File: config.mk
export PLATFORM = sky130hd
export DESIGN_NAME = alu16_exec_stage_flat
export DESIGN_NICKNAME = d
export VERILOG_FILES = /design/src/rtl/alu16_pkg.sv /design/src/rtl/alu16_exec_stage_if.sv /design/src/rtl/alu16_flags.sv /design/src/rtl/alu16_exec_stage.sv /design/src/flat_wrapper.sv
export SDC_FILE = /design/constraint.sdc
export NUM_CORES = 1
export LEC_CHECK = 0
export CAP_MARGIN = 20
export CORE_ASPECT_RATIO = 1.2
export CORE_MARGIN = 3
export CORE_UTILIZATION = 26
export DETAILED_ROUTE_END_ITERATION = 7
export PLACE_DENSITY_LB_ADDON = 0.05
export REMOVE_ABC_BUFFERS = 1
export SLEW_MARGIN = 30
export SYNTH_ARGS = -nofsm -noshare
export SYNTH_HDL_FRONTEND = slang
export SYNTH_SLANG_ARGS = --single-unit
File: constraint.sdc
create_clock -name clk -period 4.66 [get_ports clk]
set_clock_uncertainty 0.2 [all_clocks]
set_input_delay 0.466 -clock clk [delete_from_list [all_inputs] [get_ports clk]]
set_output_delay 0.466 -clock clk [all_outputs]
set_load 0.01 [all_outputs]
File: src/rtl/alu16_pkg.sv
// Shared types and constants for the 16-bit ALU execute stage.
package alu16_pkg;

  localparam int ALU_WIDTH = 16;
  localparam int ALU_TAG_W = 4;

  typedef enum logic [1:0] {
    OP_ADD = 2'b00,
    OP_SUB = 2'b01,
    OP_AND = 2'b10,
    OP_OR  = 2'b11
  } op_e;

  localparam int FLAG_Z = 0;
  localparam int FLAG_N = 1;
  localparam int FLAG_C = 2;
  localparam int FLAG_V = 3;

  typedef struct packed {
    logic [ALU_WIDTH-1:0] a;
    logic [ALU_WIDTH-1:0] b;
    op_e                  sel;
    logic [ALU_TAG_W-1:0] tag;
  } bundle_t;

endpackage

File: src/rtl/alu16_exec_stage_if.sv
// Decode-side and writeback-side handshake bundle of the execute stage.
interface alu16_exec_stage_if
  import alu16_pkg::*;
#(
  parameter int WIDTH = ALU_WIDTH,
  parameter int TAG_W = ALU_TAG_W
);
  logic             in_valid;
  logic             in_ready;
  logic [WIDTH-1:0] in_a;
  logic [WIDTH-1:0] in_b;
  logic [1:0]       in_sel;
  logic [TAG_W-1:0] in_tag;
  logic             out_valid;
  logic             out_ready;
  logic [WIDTH-1:0] out_result;
  logic [TAG_W-1:0] out_tag;
  logic [3:0]       out_flags;
  logic [15:0]      op_count;

  modport master (
    output in_valid, in_a, in_b, in_sel, in_tag, out_ready,
    input  in_ready, out_valid, out_result, out_tag, out_flags, op_count
  );

  modport slave (
    input  in_valid, in_a, in_b, in_sel, in_tag, out_ready,
    output in_ready, out_valid, out_result, out_tag, out_flags, op_count
  );
endinterface

File: src/rtl/alu16_flags.sv
// Combinational add/sub/and/or with {V,C,N,Z} status flags.
module alu16_flags
  import alu16_pkg::*;
#(
  parameter int WIDTH = ALU_WIDTH
) (
  input  logic [WIDTH-1:0] a_i,
  input  logic [WIDTH-1:0] b_i,
  input  op_e              sel_i,
  output logic [WIDTH-1:0] result_o,
  output logic [3:0]       flags_o
);
  logic             is_sub_s;
  logic [WIDTH-1:0] b_eff_s;
  logic [WIDTH:0]   sum_s;
  logic             carry_s;
  logic             ovf_s;

  // One shared adder; subtraction is a + ~b + 1 so carry-out means no borrow.
  always_comb begin
    is_sub_s = (sel_i == OP_SUB);
    b_eff_s  = is_sub_s ? ~b_i : b_i;
    sum_s    = {1'b0, a_i} + {1'b0, b_eff_s} + {{WIDTH{1'b0}}, is_sub_s};
    result_o = {WIDTH{1'b0}};
    carry_s  = 1'b0;
    ovf_s    = 1'b0;
    case (sel_i)
      OP_ADD: begin
        result_o = sum_s[WIDTH-1:0];
        carry_s  = sum_s[WIDTH];
        ovf_s    = (a_i[WIDTH-1] == b_i[WIDTH-1]) && (sum_s[WIDTH-1] != a_i[WIDTH-1]);
      end
      OP_SUB: begin
        result_o = sum_s[WIDTH-1:0];
        carry_s  = sum_s[WIDTH];
        ovf_s    = (a_i[WIDTH-1] != b_i[WIDTH-1]) && (sum_s[WIDTH-1] != a_i[WIDTH-1]);
      end
      OP_AND: begin
        result_o = a_i & b_i;
      end
      OP_OR: begin
        result_o = a_i | b_i;
      end
      default: begin
        result_o = {WIDTH{1'b0}};
      end
    endcase
    flags_o         = 4'b0000;
    flags_o[FLAG_Z] = (result_o == {WIDTH{1'b0}});
    flags_o[FLAG_N] = result_o[WIDTH-1];
    flags_o[FLAG_C] = carry_s;
    flags_o[FLAG_V] = ovf_s;
  end

endmodule

File: src/rtl/alu16_exec_stage.sv
// Registered ALU execute stage: 2-entry skid buffer, output register,
// bypass when idle, and a count of results accepted downstream.
module alu16_exec_stage
  import alu16_pkg::*;
#(
  parameter int WIDTH = ALU_WIDTH,
  parameter int TAG_W = ALU_TAG_W
) (
  input logic               clk,
  input logic               rst,
  alu16_exec_stage_if.slave bus
);
  // Occupancy: buffer count x output register full/empty.
  localparam logic [1:0] ST_EMPTY = 2'd0;
  localparam logic [1:0] ST_OUT   = 2'd1;
  localparam logic [1:0] ST_ONE   = 2'd2;
  localparam logic [1:0] ST_FULL  = 2'd3;

  logic [1:0]       state_q, state_d;
  logic             in_ready_q, in_ready_d;
  logic             out_valid_q, out_valid_d;
  bundle_t          buf0_q, buf0_d;
  bundle_t          buf1_q, buf1_d;
  logic [WIDTH-1:0] result_q, result_d;
  logic [TAG_W-1:0] tag_q, tag_d;
  logic [3:0]       flags_q, flags_d;
  logic [15:0]      op_count_q, op_count_d;

  bundle_t          in_bundle_s;
  bundle_t          head_s;
  logic             buf_has_s;
  logic             in_fire_s;
  logic             out_fire_s;
  logic             load_out_s;
  logic [WIDTH-1:0] alu_result_s;
  logic [3:0]       alu_flags_s;

  // Handshake qualifiers and head selection (buffer head, else the live input).
  always_comb begin
    in_bundle_s.a   = bus.in_a;
    in_bundle_s.b   = bus.in_b;
    in_bundle_s.sel = op_e'(bus.in_sel);
    in_bundle_s.tag = bus.in_tag;
    in_fire_s       = bus.in_valid && in_ready_q;
    out_fire_s      = out_valid_q && bus.out_ready;
    buf_has_s       = (state_q == ST_ONE) || (state_q == ST_FULL);
    head_s          = buf_has_s ? buf0_q : in_bundle_s;
  end

  alu16_flags #(.WIDTH(WIDTH)) u_alu (
    .a_i      (head_s.a),
    .b_i      (head_s.b),
    .sel_i    (head_s.sel),
    .result_o (alu_result_s),
    .flags_o  (alu_flags_s)
  );

  // Occupancy transitions, buffer shifting and output-register load select.
  always_comb begin
    state_d    = state_q;
    buf0_d     = buf0_q;
    buf1_d     = buf1_q;
    load_out_s = 1'b0;
    case (state_q)
      ST_EMPTY: begin
        if (in_fire_s) begin
          state_d    = ST_OUT;
          load_out_s = 1'b1;
        end else begin
          state_d = ST_EMPTY;
        end
      end
      ST_OUT: begin
        if (in_fire_s && out_fire_s) begin
          state_d    = ST_OUT;
          load_out_s = 1'b1;
        end else if (in_fire_s) begin
          state_d = ST_ONE;
          buf0_d  = in_bundle_s;
        end else if (out_fire_s) begin
          state_d = ST_EMPTY;
        end else begin
          state_d = ST_OUT;
        end
      end
      ST_ONE: begin
        if (in_fire_s && out_fire_s) begin
          state_d    = ST_ONE;
          load_out_s = 1'b1;
          buf0_d     = in_bundle_s;
        end else if (in_fire_s) begin
          state_d = ST_FULL;
          buf1_d  = in_bundle_s;
        end else if (out_fire_s) begin
          state_d    = ST_OUT;
          load_out_s = 1'b1;
        end else begin
          state_d = ST_ONE;
        end
      end
      ST_FULL: begin
        // in_ready is low here, so only a drain can move the state.
        if (out_fire_s) begin
          state_d    = ST_ONE;
          load_out_s = 1'b1;
          buf0_d     = buf1_q;
        end else begin
          state_d = ST_FULL;
        end
      end
      default: begin
        state_d = ST_EMPTY;
      end
    endcase
    in_ready_d  = (state_d != ST_FULL);
    out_valid_d = (state_d != ST_EMPTY);
  end

  // Output register and completed-operation counter next state.
  always_comb begin
    if (load_out_s) begin
      result_d = alu_result_s;
      tag_d    = head_s.tag;
      flags_d  = alu_flags_s;
    end else begin
      result_d = result_q;
      tag_d    = tag_q;
      flags_d  = flags_q;
    end
    if (out_fire_s) begin
      op_count_d = op_count_q + 16'd1;
    end else begin
      op_count_d = op_count_q;
    end
  end

  // State registers; reset discards every in-flight op.
  always_ff @(posedge clk or posedge rst) begin
    if (rst) begin
      state_q     <= ST_EMPTY;
      in_ready_q  <= 1'b0;
      out_valid_q <= 1'b0;
      buf0_q      <= '{a: {WIDTH{1'b0}}, b: {WIDTH{1'b0}}, sel: OP_ADD, tag: {TAG_W{1'b0}}};
      buf1_q      <= '{a: {WIDTH{1'b0}}, b: {WIDTH{1'b0}}, sel: OP_ADD, tag: {TAG_W{1'b0}}};
      result_q    <= {WIDTH{1'b0}};
      tag_q       <= {TAG_W{1'b0}};
      flags_q     <= 4'b0000;
      op_count_q  <= 16'd0;
    end else begin
      state_q     <= state_d;
      in_ready_q  <= in_ready_d;
      out_valid_q <= out_valid_d;
      buf0_q      <= buf0_d;
      buf1_q      <= buf1_d;
      result_q    <= result_d;
      tag_q       <= tag_d;
      flags_q     <= flags_d;
      op_count_q  <= op_count_d;
    end
  end

  assign bus.in_ready   = in_ready_q;
  assign bus.out_valid  = out_valid_q;
  assign bus.out_result = result_q;
  assign bus.out_tag    = tag_q;
  assign bus.out_flags  = flags_q;
  assign bus.op_count   = op_count_q;

endmodule

File: src/flat_wrapper.sv
// flat-port wrapper written by rule: the top's interface ports become plain ports
module alu16_exec_stage_flat import alu16_pkg::*;
#(
  parameter int WIDTH = ALU_WIDTH,
  parameter int TAG_W = ALU_TAG_W
)
  (clk, rst, bus_in_valid, bus_in_a, bus_in_b, bus_in_sel, bus_in_tag, bus_out_ready, bus_in_ready, bus_out_valid, bus_out_result, bus_out_tag, bus_out_flags, bus_op_count);
  alu16_exec_stage_if #(.WIDTH(WIDTH), .TAG_W(TAG_W)) bus_i ();
  input logic clk;
  input logic rst;
  input wire logic [$bits(bus_i.in_valid)-1:0] bus_in_valid;
  input wire logic [$bits(bus_i.in_a)-1:0] bus_in_a;
  input wire logic [$bits(bus_i.in_b)-1:0] bus_in_b;
  input wire logic [$bits(bus_i.in_sel)-1:0] bus_in_sel;
  input wire logic [$bits(bus_i.in_tag)-1:0] bus_in_tag;
  input wire logic [$bits(bus_i.out_ready)-1:0] bus_out_ready;
  output wire logic [$bits(bus_i.in_ready)-1:0] bus_in_ready;
  output wire logic [$bits(bus_i.out_valid)-1:0] bus_out_valid;
  output wire logic [$bits(bus_i.out_result)-1:0] bus_out_result;
  output wire logic [$bits(bus_i.out_tag)-1:0] bus_out_tag;
  output wire logic [$bits(bus_i.out_flags)-1:0] bus_out_flags;
  output wire logic [$bits(bus_i.op_count)-1:0] bus_op_count;
  assign bus_i.in_valid = bus_in_valid;
  assign bus_i.in_a = bus_in_a;
  assign bus_i.in_b = bus_in_b;
  assign bus_i.in_sel = bus_in_sel;
  assign bus_i.in_tag = bus_in_tag;
  assign bus_i.out_ready = bus_out_ready;
  assign bus_in_ready = bus_i.in_ready;
  assign bus_out_valid = bus_i.out_valid;
  assign bus_out_result = bus_i.out_result;
  assign bus_out_tag = bus_i.out_tag;
  assign bus_out_flags = bus_i.out_flags;
  assign bus_op_count = bus_i.op_count;
  alu16_exec_stage #(.WIDTH(WIDTH), .TAG_W(TAG_W)) u_core (.clk(clk), .rst(rst), .bus(bus_i));
endmodule
==> reports/metrics.yaml, run 1 <==
status: "complete, no violations"
ir_drop_mv: 0.3038
num-nets-final: 831
place.gp.congestion: 0.8120
cts_resized: 0
switching_share_pct: 42.59
ys_types: 61
rr_startpoint: "u_core.state_q[1]"
topRoutingLayerUsed: "met4"
arrival_ns: 4.11
firstDrtPassIters: 4
wirelength_mm: 18.89
p_int_mw: 4.299
p_seq_share_pct: 24.0
timing.final.crit_period_ns: 3.957
power_mw: 7.489
synth_edf_count: 0
grt_pass1_wl_mm: 30.91
hold_path.class: "register to register"
drive_above_1_share_pct: 16.15
antenna_found_initial: 0
wl_met1_mm: 8.936
reg2reg_slack_ns: 0.70
synthMuxAreaShare_pct: 18.86
grt_overflow_total: 0
route.met3.wl_um: 677
cts.sinks: 119
grt_pass1_vias: 5536
yosysMostFrequentCell: "dfrtp_1"
synthAdderAreaFrac_pct: 4.372
utilization_pct: 33.97
start_util_pct: 26.78
clkSlewWorstSetupHoldPaths_ns: 0.06
setup_slack_ns: 0.7034
wl_met2_mm: 9.042
power_density_mw_per_mm2: 852.3
fp.dieW_um: 155.0
avgRoutedWirePerCell_um: 17.02
fillCellCount: 2630
worstHoldPathCells: 1
synthArstFlopShare_pct: 100.0
die_h_um: 184.8
cts_hold_buffers: 0
crit_fanout: 15
fin_crit_sh_pct: 84.91
ys.flop_type: "dfrtp_1"
slew_headroom_pct: 38.42
required_ns: 4.82
cts_tree: "built"
clock_latency_ns: 0.43
root_buffer: "clkbuf_16"
dp_slack_ns: 0.3005
hold_viol: 0
synth-seq-area-share_pct: 43.00
synth_area_leader_cell: "dfrtp_1"
rsz0062_at_grt: "no"
avgSynthCellArea_um2: 10.07
p_switching_mw: 3.189
cp-startpoint: "u_core.state_q[1]"
cts_buffer_depth: 2
path_class: "register to register"
fmax_mhz: 252.7
ys_seq_elements: 119
ys_top_cells_by_count: "119 x dfrtp_1, 92 x nand2_1, 64 x o21ai_0"
portBuffers: 83
reg2regPathDepth: 11
cp-start-kind: "register"
grt_max_degree: 70
vias: 5342
synth-simple-area-share_pct: 12.54
ios: 84
finalSetupViolations: 0
grt.total_usage_pct: 13.75
maxCapViolCount: 0
h-tree-depth: 4
rows: 64
drc: 0
pwr-share-comb_pct: 57.4
endpoint: "u_core.bus.out_flags[0]"
area_delta_synth_final_pct: 26.87
r2r_end: "u_core.bus.out_flags[0]"
vias_per_cell: 4.813
synthCells: 688
synth_compound_area_share_pct: 13.64
yosysTopAreaCellShare_pct: 43.00
drv_slew: 0
coreArea_mm2: 0.02586
synthesis.area_mm2: 0.006925
endpoint_kind: "register"
drtIter0Drc: 174
antenna_left: 0
synthXorXnorAreaFrac_pct: 4.426
worst_slew_pin_slew_ns: 0.9204
synth_top_family_by_area: "multiplexers"
clkPwrFrac_pct: 18.7
power_leakage_nw: 3.886
netlist_top_cells_area: "dfrtp_1 43%, mux2_2 9.8%, mux2i_1 9.1%"
ys_warn_count: 0
post_cts_buffers: 0
antenna_cells: 0
cts-buffers-inserted: 17
die_area_mm2: 0.02864
hpwl_mm: 13.17
## metrics by stage
step | instance area [um2] | hold slack (ns) | instances | setup TNS, ns
after CTS | 8783 | 0.2737 | 1110 | 0
after global routing | 8786 | 0.2963 | 1110 | 0
final | 8786 | 0.2663 | 1110 | 0
after floorplan | 6751 | 0.2444 | 649 | -72.50
after detailed placement | 8159 | 0.2632 | 1078 | 0
after global placement | 8159 | 0.2560 | 1078 | 0
## layer usage
layer | vias to the layer above | global-route usage [%]
li1 | 2614 | -
met4 | 0 | 4.452
met1 | 2620 | 17.91
met5 | - | 0
met2 | 89 | 22.75
met3 | 19 | 3.061
## how the worst min path moves through the flow
| stage | startpoint | to | slack [ns] |
|---|---|---|---|
| after floorplan | u_core.buf0_q[14] | u_core.buf0_q[14] | 0.24 |
| after global placement | u_core.buf0_q[29] | u_core.buf0_q[29] | 0.26 |
| after detailed placement | u_core.bus.out_result[8] | u_core.bus.out_result[8] | 0.26 |
| after CTS | u_core.bus.op_count[15] | u_core.bus.op_count[15] | 0.27 |
| after global routing | u_core.bus.out_result[8] | u_core.bus.out_result[8] | 0.30 |
| final | u_core.bus.op_count[15] | u_core.bus.op_count[15] | 0.27 |
## cell families (layout without fill, tap and decap cells)
family / count (synthesis) / count (layout)
and+or+nand+nor: 188 / 188
muxes: 123 / 123
AOI/OAI and AO/OA: 148 / 148
buffers and inverters: 51 / 143
adders and majority gates: 24 / 24
DFF: 119 / 119
xor gates and xnor gates: 35 / 35
## area by class of cell
type / count / area, um2 / area share (%)
Clock inverter: 13 / 171.4 / 1.951
Inverter: 12 / 50.05 / 0.5696
Sequential cell: 119 / 2979 / 33.91
Clock buffer: 19 / 452.9 / 5.155
Tap cell: 330 / 412.9 / 4.700
Multi-Input combinational cell: 518 / 3756 / 42.75
Timing Repair Buffer: 99 / 963.4 / 10.97
## state kept, by name, summed over array words and instances (netlist names)
| register | count |
|---|---|
| u_core.buf0_q | 38 |
| u_core.bus.out_tag | 4 |
| u_core.buf1_q | 38 |
| u_core.bus.out_result | 15 |
| u_core.bus.in_ready | 1 |
| u_core.bus.op_count | 16 |
| u_core.bus.out_valid | 1 |
| u_core.state_q | 2 |
| u_core.bus.out_flags | 4 |
## worst max-delay path, stage by stage, from the launching register on
cell      delay [ns]
dfrtp_2         0.59
buf_4           0.35
mux2_2          0.41
xor2_1          0.17
ha_1            0.39
and3_1          0.22
a221oi_1        0.37
o21ai_1         0.20
o311a_1         0.37
a211oi_1        0.30
nand4_1         0.14
o21ai_1         0.15
## power groups by stage
stage          combinational [mW]  clock [mW]  sequential (mW)
2_1_floorplan                3.02           0             1.84
3_3_place_gp                 4.33           0             1.79
3_5_place_dp                 4.36           0             1.82
4_1_cts                      4.37        1.44             1.80
5_1_grt                      4.83        1.49             1.86
6_report                     4.29        1.40             1.80
## cells in the final DEF, fill, tap and decap left out, types with 7 or more instances in the layout
cell type        Yosys  routed
dfrtp_1            119     118
nand2_1             92      91
clkdlybuf4s50_1      0      83
o21ai_0             64      64
mux2i_1             63      62
mux2_2              60      60
nor2_1              32      32
a21oi_1             28      27
xnor2_1             27      27
ha_1                21      21
clkbuf_16            0      17
buf_4                4      15
nand3_1             11      11
inv_1               11      10
xor2_1               8       8
and3_1               7       7
Power figures use the tool's default switching activity.
==> run 2: changes to the inputs <==
clock period = 4 ns   (was 4.66 ns; I/O delays follow)
==> run 2 against run 1 <==
Effect of this change: sequential power rose by 16%; total power rose by 21%; sequential share of layout area fell by 0.76 points; largest cell class unchanged; highest routed layer unchanged.
==> reports/metrics.yaml, run 2 (synthesis gave the netlist of run 1 again) <==
clkSlewWorstSetupHoldPaths_ns: 0.06  # about the same
rows: 64  # unchanged
power_density_mw_per_mm2: 1011  # +19%
timing.hold.ws_ns: 0.2576  # -0.008626 ns
cts.sinks: 119  # unchanged
grt_pass1_wl_mm: 30.85  # -0.18%
multi_input_area_mm2: 0.003761  # +0.13%
ir_drop_mv: 0.3483  # +15%
start_util_pct: 26.78  # unchanged
vias: 5362  # +0.37%
final_cell_mix: "118 x dfrtp_1, 91 x nand2_1, 83 x clkdlybuf4s50_1, 64 x o21ai_0, 61 x mux2i_1"
grt_overflow_total: 0  # unchanged
vias_per_cell: 4.741  # -1.5%
fmax_mhz: 270.5  # +7.0%
drc: 0  # unchanged
worst_slew_pin_slew_ns: 0.7827  # -0.1377 ns
area_delta_synth_final_pct: 29.90
antenna_found_initial: 0  # unchanged
grt.total_usage_pct: 13.67  # -0.086 points
firstDrtPassIters: 4  # unchanged
rsz0062_at_grt: "no"
crit_fanout: 12  # -3
hpwl_mm: 13.59  # +3.2%
path_cells: "buf_4, mux2_2, xor2_1, ha_1, and3_1, a221oi_1, o21a_1, o31ai_4, mux2i_1, o211ai_2, xnor2_1, o41ai_2"
cp_slowest_cell: "dfrtp_4"
grt_pass1_vias: 5549  # +0.23%
cts-buffers-inserted: 17  # unchanged
root_buffer: "clkbuf_16"
clock_latency_ns: 0.42  # about the same
power_mw: 9.095  # +21%
endpoint_kind: "register"
wirelength_mm: 18.87  # -0.12%
status: "complete, no violations"
cts_buffer_depth: 2  # unchanged
die_area_mm2: 0.02864  # unchanged
antenna_cells: 0  # unchanged
antenna_left: 0  # unchanged
avgRoutedWirePerCell_um: 16.68  # -2.0%
h-tree-depth: 4  # unchanged
cts_tree: "built"
path_class: "register to register"
hold_path.class: "input port to async pin"
drive_above_1_share_pct: 18.23  # +2.1 points
timing.final.crit_period_ns: 3.697  # -0.2592 ns
coreArea_mm2: 0.02586  # unchanged
seq_area_mm2: 0.002982  # about the same
power_leakage_nw: 4.013  # +3.3%
finalSetupViolations: 0  # unchanged
mostFrequentLayoutCell: "dfrtp_1"
grt_max_degree: 53  # -24%
arrival_ns: 3.81  # -0.30 ns
ios: 84  # unchanged
place.gp.congestion: 0.8388  # +3.3%
die_h_um: 184.8  # unchanged
fp.dieW_um: 155.0  # unchanged
required_ns: 4.11  # -0.71 ns
drtIter0Drc: 160  # -8.0%
cp.buffers_inverters: 1  # unchanged
max_stage_delay_ns: 0.54  # -0.05 ns
drv_slew: 0  # unchanged
path_delay_family: "compound AO/OA/AOI/OAI gates"
final_cell_area_mm2: 0.008996  # +2.4%
cp-start-kind: "register"
fillCellCount: 2619  # -0.42%
portBuffers: 83  # unchanged
num-nets-final: 852  # +2.5%
fin_crit_sh_pct: 92.43  # +7.5 points
hold_viol: 0  # unchanged
slew_headroom_pct: 47.64  # +9.2 points
postPlaceCellArea_mm2: 0.008342  # +2.2%
maxCapViolCount: 0  # unchanged
run 2: cell count changes in the layout (fill, tap and decap cells not counted), sizes merged:
cell | before | now
clkbuf | 19 | 20
bufinv | 3 | 5
clkinv | 3 | 4
clkinvlp | 5 | 3
buf | 16 | 37
inv | 14 | 12
run 2: per-stage QoR:
step,setup slack (ns),cells,TNS [ns],utilization [%]
finish,0.3026,1131,0,34.78
global route,0.009564,1131,0,34.78
CTS,0.1672,1131,0,34.75
detailed placement,-0.1389,1099,-0.1389,32.25
global placement,-0.006781,1099,-0.006781,32.25
floorplan,-2.394,649,-131.12,-
run 2: per-layer routing:
metal,vias up,GRT usage (%),wire [um]
met5,-,0,0
li1,2657,-,-
met4,0,4.594,229
met2,78,22.25,8852
met1,2611,18.40,9136
met3,16,2.454,648
run 2: area by class of cell:
type                       instances  share of cell area (%)
clock buffer                      20                   4.965
clock inverter                    12                   2.225
multi-input combinational        518                   41.81
inverter                          12                  0.5285
timing repair buffer             120                   12.74
tap                              330                   4.590
sequential                       119                   33.14
run 2: worst paths after layout:
path | startpoint | endpoint | slack (ns) | cells past startpoint
max | u_core.state_q[1] | u_core.bus.out_flags[3] | 0.30 | 12
min | rst | u_core.bus.op_count[14] | 0.26 | 2
max reg2reg | u_core.state_q[1] | u_core.bus.out_flags[3] | 0.30 | 12
min reg2reg | u_core.bus.out_result[10] | u_core.bus.out_result[10] | 0.26 | 2
max in group asynchronous | rst | u_core.buf0_q[17] | 2.55 | 3
min in group clk | u_core.bus.out_result[10] | u_core.bus.out_result[10] | 0.26 | 2
run 2: timing repair:
item                       CTS  global route
buffers inserted             0             0
hold endpoints to repair     0             0
setup endpoints to repair    0             1
hold buffers                 0             0
gates resized for setup      0             3
run 2: power by group:
| group | total (mW) | internal, mW | switching [mW] | leakage, nW |
|---|---|---|---|---|
| logic | 5.32 | 2.48 | 2.85 | 2.23 |
| registers | 2.08 | 1.75 | 0.330 | 1.47 |
| clock network | 1.69 | 1.12 | 0.572 | 0.306 |
| total | 9.09 | 5.35 | 3.75 | 4.01 |
==> run 3: changes to the inputs <==
CELL_PAD_IN_SITES_DETAIL_PLACEMENT = 2   (was unset)
CELL_PAD_IN_SITES_GLOBAL_PLACEMENT = 2   (was unset)
==> run 3 against run 2 <==
Effect of this change: highest routed layer unchanged; worst hold slack gained 0.019 ns; clock power shrank 4%; maximum frequency grew 0.67%; critical endpoint unchanged; utilization shrank 0.068 points; die area is the same; count of clock-buffer cells in the layout is the same; cell count is essentially flat.
==> reports/metrics.yaml, run 3 (synthesis gave the netlist of run 1 again) <==
grt_pass1_vias: 6531  # +18%
route.met3.wl_um: 592  # -8.6%
maxCapViolCount: 0  # unchanged
grt.total_usage_pct: 16.21  # +2.5 points
wirelength_mm: 22.04  # +17%
cp_slowest_cell: "dfrtp_4"
power_density_mw_per_mm2: 1044  # +3.3%
slew_headroom_pct: 50.23  # +2.6 points
path_cells: "buf_12, mux2_2, xor2_1, ha_1, and3_1, a221oi_1, o21a_1, o31ai_4, mux2i_1, o211ai_2, xnor2_1, o41ai_2"
drive_above_1_share_pct: 18.13  # -0.10 points
vias: 5628  # +5.0%
cts-buffers-inserted: 17  # unchanged
area_delta_synth_final_pct: 29.65
post_cts_buffers: 0  # unchanged
worst_slew_pin_slew_ns: 0.7465  # -0.03614 ns
die_h_um: 184.8  # unchanged
drc: 0  # unchanged
h-tree-depth: 4  # unchanged
max_stage_delay_ns: 0.56  # +0.02 ns
vias_per_cell: 4.981  # +5.1%
start_util_pct: 26.78  # unchanged
setup_slack_ns: 0.3272  # +0.02453 ns
arrival_ns: 3.80  # about the same
root_buffer: "clkbuf_16"
avgRoutedWirePerCell_um: 19.51  # +17%
wl_met2_mm: 11.40  # +29%
timing.hold.ws_ns: 0.2769  # +0.01924 ns
postPlaceCellArea_mm2: 0.008367  # +0.30%
grt_pass1_wl_mm: 36.51  # +18%
grt_max_degree: 120  # +130%
crit_fanout: 15  # +3
cts.sinks: 119  # unchanged
hold_path.class: "register to register"
fin_crit_sh_pct: 91.82  # -0.61 points
clkSlewWorstSetupHoldPaths_ns: 0.06  # about the same
hold_viol: 0  # unchanged
final_cell_mix: "118 x dfrtp_1, 91 x nand2_1, 83 x clkdlybuf4s50_1, 64 x o21ai_0, 62 x mux2i_1"
status: "complete, no violations"
antenna_left: 0  # unchanged
num-nets-final: 852  # unchanged
final_cell_area_mm2: 0.008979  # -0.19%
cts_tree: "built"
hpwl_mm: 15.70  # +15%
wl_met1_mm: 9.702  # +6.2%
timing.final.crit_period_ns: 3.673  # -0.02453 ns
rows: 64  # unchanged
coreArea_mm2: 0.02586  # unchanged
antenna_found_initial: 0  # unchanged
portBuffers: 83  # unchanged
mostFrequentLayoutCell: "dfrtp_1"
grt_overflow_total: 0  # unchanged
rsz0062_at_grt: "no"
power_leakage_nw: 4.022  # +0.23%
antenna_cells: 0  # unchanged
drtIter0Drc: 154  # -3.8%
dp.cells: 1099  # unchanged
fmax_mhz: 272.3  # +0.67%
finalSetupViolations: 0  # unchanged
cts_buffer_depth: 2  # unchanged
cp-start-kind: "register"
die_area_mm2: 0.02864  # unchanged
fp.dieW_um: 155.0  # unchanged
clock_latency_ns: 0.43  # about the same
place.gp.congestion: 0.7765  # -7.4%
fillCellCount: 2805  # +7.1%
path_class: "register to register"
ir_drop_mv: 0.3387  # -2.7%
utilization_pct: 34.71  # -0.068 points
ios: 84  # unchanged
endpoint_kind: "register"
topRoutingLayerUsed: "met4"
firstDrtPassIters: 4  # unchanged
drv_slew: 0  # unchanged
dp_slack_ns: -0.03363  # +0.1053 ns
required_ns: 4.13  # +0.02 ns
final_cell_count_no_fill: 1130  # -0.088%
==> run 3: timing repair <==
action | 4_1_cts | 5_1_grt
hold buffers | 0 | 0
gates resized for setup | 0 | 3
setup endpoints to repair | 0 | 2
==> run 3: critical path, delay by kind of cell (launching register included) <==
| kind | cells | cell delay (ns) |
|---|---|---|
| xor gates and xnor gates | 2 | 0.33 |
| muxes | 2 | 0.63 |
| AOI/OAI and AO/OA | 5 | 1.09 |
| adders and majority gates | 1 | 0.34 |
| buffers and inverters | 1 | 0.20 |
| DFF | 1 | 0.56 |
| and+or+nand+nor | 1 | 0.21 |
==> run 3: final timing paths <==
kind	endpoint	startpoint	cells past startpoint	slack, ns
min in group asynchronous	u_core.buf0_q[4]	rst	3	0.31
setup / recovery	u_core.bus.out_flags[3]	u_core.state_q[1]	12	0.33
hold / removal	u_core.bus.op_count[15]	u_core.bus.op_count[15]	1	0.28
setup reg to reg	u_core.bus.out_flags[3]	u_core.state_q[1]	12	0.33
max in group asynchronous	u_core.bus.out_result[11]	rst	3	2.75
hold reg to reg	u_core.bus.op_count[15]	u_core.bus.op_count[15]	1	0.28
==> run 3: cell type report <==
| type | count | area, um2 | area share [%] |
|---|---|---|---|
| Multi-Input combinational cell | 518 | 3760 | 41.88 |
| Sequential cell | 119 | 2982 | 33.21 |
| Timing Repair Buffer | 120 | 1175 | 13.09 |
| Clock buffer | 20 | 446.7 | 4.975 |
| Tap cell | 330 | 412.9 | 4.599 |
| Clock inverter | 11 | 155.1 | 1.728 |
| Inverter | 12 | 47.55 | 0.5295 |
==> run 3: stage by stage <==
step	setup TNS, ns	power (mW)
final	0	9.373
after global placement	-0.01278	7.614
after floorplan	-131.12	5.655
after detailed placement	-0.03363	7.850
after CTS	0	9.559
after global routing	0	10.27
==> run 3: power by group <==
| part | leakage (nW) | switching, mW | internal [mW] |
|---|---|---|---|
| Clock | 0.303 | 0.573 | 1.05 |
| Sequential | 1.47 | 0.369 | 1.75 |
| Combinational | 2.25 | 3.07 | 2.57 |
==> run 3: routing by layer <==
metal / vias up / track usage, %
met4: 0 / 5.194
met1: 2870 / 19.82
met2: 81 / 28.86
met5: - / 0
li1: 2651 / -
met3: 26 / 2.945
